==> src/rtl/calc_sequencer.sv <==
// Walks an operand range, feeds each {b,a} pair to the adder, packs two sums per result word.
// Latency: start in T, first read at T+1, done at T+1+3N+ceil(N/2); empty range done at T+1.
// No backpressure: memory is always ready; start_i outside IDLE is ignored.
module calc_sequencer #(
    parameter int DATA_W = 32,
    parameter int ADDR_W = 10
) (
    input  logic                clk_i,
    input  logic                rst_i,
    input  logic                start_i,
    input  logic [ADDR_W-1:0]   rd_start_addr_i,
    input  logic [ADDR_W-1:0]   rd_end_addr_i,
    input  logic [ADDR_W-1:0]   wr_start_addr_i,
    output logic                busy_o,
    output logic                done_o,
    output logic                mem_rd_en_o,
    output logic [ADDR_W-1:0]   mem_rd_addr_o,
    input  logic [2*DATA_W-1:0] mem_rd_data_i,
    output logic                mem_wr_en_o,
    output logic [ADDR_W-1:0]   mem_wr_addr_o,
    output logic [2*DATA_W-1:0] mem_wr_data_o,
    output logic [DATA_W-1:0]   add_a_o,
    output logic [DATA_W-1:0]   add_b_o,
    input  logic [DATA_W-1:0]   add_sum_i
);

    typedef enum logic [2:0] {
        S_IDLE, S_READ, S_WAIT, S_ADD, S_WRITE, S_DONE
    } state_t;

    state_t              state, state_nxt;
    logic [ADDR_W-1:0]   rd_ptr, rd_end, wr_ptr;
    logic                half_sel, last;
    logic [2*DATA_W-1:0] buffer;
    logic [DATA_W-1:0]   a_reg, b_reg;
    logic                at_end;

    // Termination uses the latched end address, so rd_end = all-ones cannot run away on wrap.
    assign at_end = (rd_ptr == rd_end);

    always_ff @(posedge clk_i) begin
        if (rst_i) state <= S_IDLE;
        else       state <= state_nxt;
    end

    always_comb begin
        state_nxt = state;
        case (state)
            S_IDLE:  if (start_i)
                         state_nxt = (rd_end_addr_i < rd_start_addr_i) ? S_DONE : S_READ;
            S_READ:  state_nxt = S_WAIT;
            S_WAIT:  state_nxt = S_ADD;
            S_ADD:   state_nxt = (half_sel || at_end) ? S_WRITE : S_READ;
            S_WRITE: state_nxt = last ? S_DONE : S_READ;
            S_DONE:  state_nxt = S_IDLE;
            default: state_nxt = S_IDLE;
        endcase
    end

    always_ff @(posedge clk_i) begin
        if (rst_i) begin
            rd_ptr   <= '0;
            rd_end   <= '0;
            wr_ptr   <= '0;
            half_sel <= 1'b0;
            last     <= 1'b0;
            buffer   <= '0;
            a_reg    <= '0;
            b_reg    <= '0;
        end else begin
            case (state)
                S_IDLE: if (start_i) begin
                    rd_ptr   <= rd_start_addr_i;
                    rd_end   <= rd_end_addr_i;
                    wr_ptr   <= wr_start_addr_i;
                    half_sel <= 1'b0;
                    last     <= 1'b0;
                    buffer   <= '0;
                end
                S_WAIT: begin
                    a_reg <= mem_rd_data_i[DATA_W-1:0];
                    b_reg <= mem_rd_data_i[2*DATA_W-1:DATA_W];
                end
                S_ADD: begin
                    if (half_sel) buffer[2*DATA_W-1:DATA_W] <= add_sum_i;
                    else          buffer[DATA_W-1:0]        <= add_sum_i;
                    half_sel <= ~half_sel;
                    last     <= at_end;
                    rd_ptr   <= rd_ptr + 1'b1;
                end
                S_WRITE: begin
                    wr_ptr   <= wr_ptr + 1'b1;
                    buffer   <= '0;
                    half_sel <= 1'b0;
                end
                default: ;
            endcase
        end
    end

    always_comb begin
        busy_o        = (state != S_IDLE);
        done_o        = (state == S_DONE);
        mem_rd_en_o   = (state == S_READ);
        mem_rd_addr_o = (state == S_READ) ? rd_ptr : '0;
        mem_wr_en_o   = (state == S_WRITE);
        mem_wr_addr_o = (state == S_WRITE) ? wr_ptr : '0;
        mem_wr_data_o = (state == S_WRITE) ? buffer : '0;
        add_a_o       = a_reg;
        add_b_o       = b_reg;
    end

endmodule

==> config.mk <==
export PLATFORM = sky130hd
export DESIGN_NAME = calc_sequencer
export DESIGN_NICKNAME = d
export VERILOG_FILES = /design/src/rtl/calc_sequencer.sv
export SDC_FILE = /design/constraint.sdc
export NUM_CORES = 1
export LEC_CHECK = 0
export BUFFER_PORTS_ARGS = -buffer_cell sky130_fd_sc_hd__buf_2
export CORE_MARGIN = 8
export CORE_UTILIZATION = 49
export CTS_CLUSTER_DIAMETER = 80
export DETAILED_ROUTE_END_ITERATION = 10
export GPL_TIMING_DRIVEN = 0
export PLACE_DENSITY = 0.8
export SYNTH_ARGS = -nofsm -noshare
export SYNTH_HDL_FRONTEND = slang
export SYNTH_SLANG_ARGS = --single-unit
export TNS_END_PERCENT = 100
==> constraint.sdc <==
create_clock -name clk_i -period 2.5 [get_ports clk_i]
set_clock_uncertainty 0.2 [all_clocks]
set_input_delay 0.5 -clock clk_i [delete_from_list [all_inputs] [get_ports clk_i]]
set_output_delay 0.5 -clock clk_i [all_outputs]
set_load 0.01 [all_outputs]
==> impl_metrics.py <==
metrics = {
    "run_status": {
        "status": "completed",
    },
    "worst_setup_path": {
        "timing.critical_path.cells": "nor2_4 > nand2_4 > inv_4 > buf_12 > clkbuf_8 > and2_1 > buf_2",
        "worstPathArrival_ns": 1.75,
        "cp_slowest_stage_delay_ns": 0.39,
        "cp-end-kind": "output pin",
        "worstRegToRegCells": 6,
        "crit_slowest_cell": "dfxtp_4",
        "ff2ff_setup_slack_ns": 0.33,
        "worst-setup-path-type": "reg2out",
        "r2r_start": "state[2]$_SDFFE_PP0P_",
        "worstReg2RegEnd": "add_a_o[6]$_SDFFE_PP0P_",
        "startpoint_type": "flop",
        "crit_required_ns": 1.80,
        "critPathMaxFanout": 10,
    },
    "clocking": {
        "clk_pin_slew_ns": 0.07,
        "numClockSinks": 163,
        "root_buffer": "clkbuf_16",
        "cts_buffers": 17,
        "h-tree-depth": 4,
        "clock_latency_ns": 0.43,
        "clock_path_buffers": 2,
        "cts_tree": "yes",
    },
    "logic_synthesis": {
        "synth_compound_area_frac": 0.173,
        "synth_most_common_cell": "nand2_1",
        "synth_top_family_by_area": "simple AND/OR/NAND/NOR gates",
        "synth_area_per_cell_sq_um": 8.10,
        "ys_ff_latch": 163,
        "synth_xor_area_frac": 0.0160,
        "synth_mux_area_frac": 0.00351,
        "synth_top_cell_by_area": "dfxtp_1",
        "synth_top_area_share": 0.458,
        "synthTopCellsByCount": "196 x nand2_1, 163 x dfxtp_1, 125 x a21oi_1",
        "synth-adder-area-share": 0.0193,
        "synth_cells": 880,
        "synth_edf_count": 0,
        "async_reset_ff_frac": 0,
        "synth-simple-area-share": 0.276,
        "ys_top_cells_by_area": "dfxtp_1 46%, nand2_1 10%, a21oi_1 8.8%",
        "synth_top_flop_cell": "dfxtp_1",
        "ys_types": 59,
        "ys_seq_area_frac": 0.458,
        "syn_nets": 1020,
        "netlist_area_sq_mm": 0.00713,
        "ys_warn_count": 0,
    },
    "sta": {
        "rsz0062_at_grt": "no",
        "hold_viol": 0,
        "worstMarginPinSlew_ns": 0.672,
        "setup_viol": 0,
        "maxSlewHeadroom": 0.552,
        "max_freq_ghz": 0.408,
        "slew_viol_final": 0,
        "setup_tns_ns": 0,
        "post-route-min-period_ns": 2.45,
        "finalCritPeriodShare": 0.980,
    },
    "detailed_routing": {
        "vias_per_cell": 5.31,
        "wirelength_microns": 24600,
        "drtAntennaViolNets": 0,
        "vias": 7340,
        "detail_route.first_pass.iterations": 5,
        "drc": 0,
        "wl_per_cell_microns": 17.8,
        "drt_iter0_drc": 479,
    },
    "die": {
        "num_io_pins": 281,
        "die_width_microns": 137,
        "core-area_sq_mm": 0.0144,
        "die-area_sq_mm": 0.0187,
        "start_util": 0.496,
        "core.rowCount": 44,
        "die_y_microns": 137,
    },
    "cells_and_area": {
        "layoutNonFillerInstCount": 1381,
        "multi_input_area_sq_mm": 0.00348,
        "fin_util": 0.661,
        "drive_above_1_share": 0.313,
        "nets": 1320,
        "postLayoutCellArea_sq_mm": 0.00949,
        "fillers": 1237,
        "layout.area.seq_sq_mm": 0.00327,
        "areaGrowthSynthToFinish_pct": 33.1,
    },
    "place": {
        "numPortBuffers": 279,
        "dp_hpwl_microns": 18200,
        "gp_congestion": 0.900,
        "dpl_cell_area_sq_mm": 0.00876,
        "dp.cells": 1343,
    },
    "global_route": {
        "antenna_found_initial": 3,
        "grt_start_max_net_pins": 17,
        "grt-ovfl-total": 0,
        "grt_pass1_wl_microns": 37000,
        "grt_pass1_vias": 6983,
        "grt_use_total": 0.252,
    },
    "hold_path": {
        "whs_endpoint": "add_a_o[20]$_SDFFE_PP0P_",
        "whs_path_depth": 3,
        "hold_path.class": "in2reg",
        "hp-start": "mem_rd_data_i[20]",
    },
    "power_and_ir_drop": {
        "p_leak_nw": 4.34,
        "cellPowerDensity_mw_per_mm2": 767,
        "ir_worst_vdd_mv": 0.497,
    },
    "job": {
        "max_cap_violations": 0,
    },
}
-- logic make-up (layout without fill, tap and decap cells) --
kind of cell,Yosys count,after routing
buffers and inverters,80,393
adder cells (fa/ha/maj),11,11
flip-flops,163,163
AO/OA/AOI/OAI,198,198
multiplexers,2,2
other,0,4
AND/OR/NAND/NOR,413,413
XOR/XNOR,13,13
-- routing by layer --
| metal | GRT usage | part of all wire | wire length [microns] |
|---|---|---|---|
| met2 | 0.405 | 0.47 | 11600 |
| met3 | 0.0686 | 0.087 | 2140 |
| met5 | 0 | 0.00041 | 10 |
| met1 | 0.315 | 0.41 | 10100 |
| met4 | 0.0964 | 0.027 | 656 |
-- area by class of cell --
class,instances,area share
Multi-Input combinational cell,637,0.367
Clock buffer,23,0.0514
Tap cell,184,0.0243
Inverter,10,0.00422
Sequential cell,163,0.344
Clock inverter,9,0.0127
Timing Repair Buffer,281,0.149
Buffer,70,0.0461
Antenna cell,4,0.00105
-- registers in the layout, summed over array words and instances, names as in the netlist --
name,flops
add_a_o,32
state,3
last,1
half_sel,1
rd_ptr,10
rd_end,10
add_b_o,32
wr_ptr,10
buffer,64
-- placed cells by master, fill, tap and decap left out, types with 10 or more instances in the layout --
master,n
nand3_1,42
a21oi_1,125
nor2_1,51
a32oi_1,32
clkbuf_16,17
clkbuf_8,10
dfxtp_1,160
xor2_1,11
and2_1,85
ha_1,11
nand2_1,196
clkbuf_1,29
buf_2,302
-- worst max-delay path, delay by kind of cell, from the launching register on --
kind	cells	cell delay [ns]
buf+inv	4	0.53
simple gates	3	0.40
flops	1	0.39
-- report_power, final --
part | switching (W) | internal, W
Combinational | 0.00103 | 0.000625
Clock | 0.00108 | 0.00159
Sequential | 0.000166 | 0.00280
-- worst max-delay path by stage --
stage / startpoint / end / slack (ns) / cells past startpoint
floorplan: state[1]$_SDFFE_PP0P_ / mem_wr_data_o[54] / 0.41 / 6
global placement: state[1]$_SDFFE_PP0P_ / mem_wr_data_o[4] / -0.02 / 7
detailed placement: state[1]$_SDFFE_PP0P_ / mem_wr_data_o[29] / -0.03 / 7
CTS: state[1]$_SDFFE_PP0P_ / mem_wr_data_o[47] / 0.01 / 7
global route: state[1]$_SDFFE_PP0P_ / mem_wr_data_o[31] / 0.009 / 7
finish: state[1]$_SDFFE_PP0P_ / mem_wr_data_o[15] / 0.05 / 7
-- metrics by stage --
stage | power [W] | setup slack, ns | hold WS [ns]
floorplan | 0.00399 | 0.408 | 0.227
global placement | 0.00455 | -0.0162 | 0.234
detailed placement | 0.00458 | -0.0335 | 0.240
CTS | 0.00729 | 0.0134 | 0.0926
global route | 0.00760 | 0.00855 | 0.0999
finish | 0.00728 | 0.0490 | 0.0947
-- timing repair --
action                     in CTS  in global routing
hold endpoints to repair        0                  0
gates resized for setup        30                  6
hold buffers                    0                  0
pin swaps                       1                  1
setup endpoints to repair      84                 73
buffers inserted                1                  1
No activity file was read; power rests on OpenSTA's default activity.
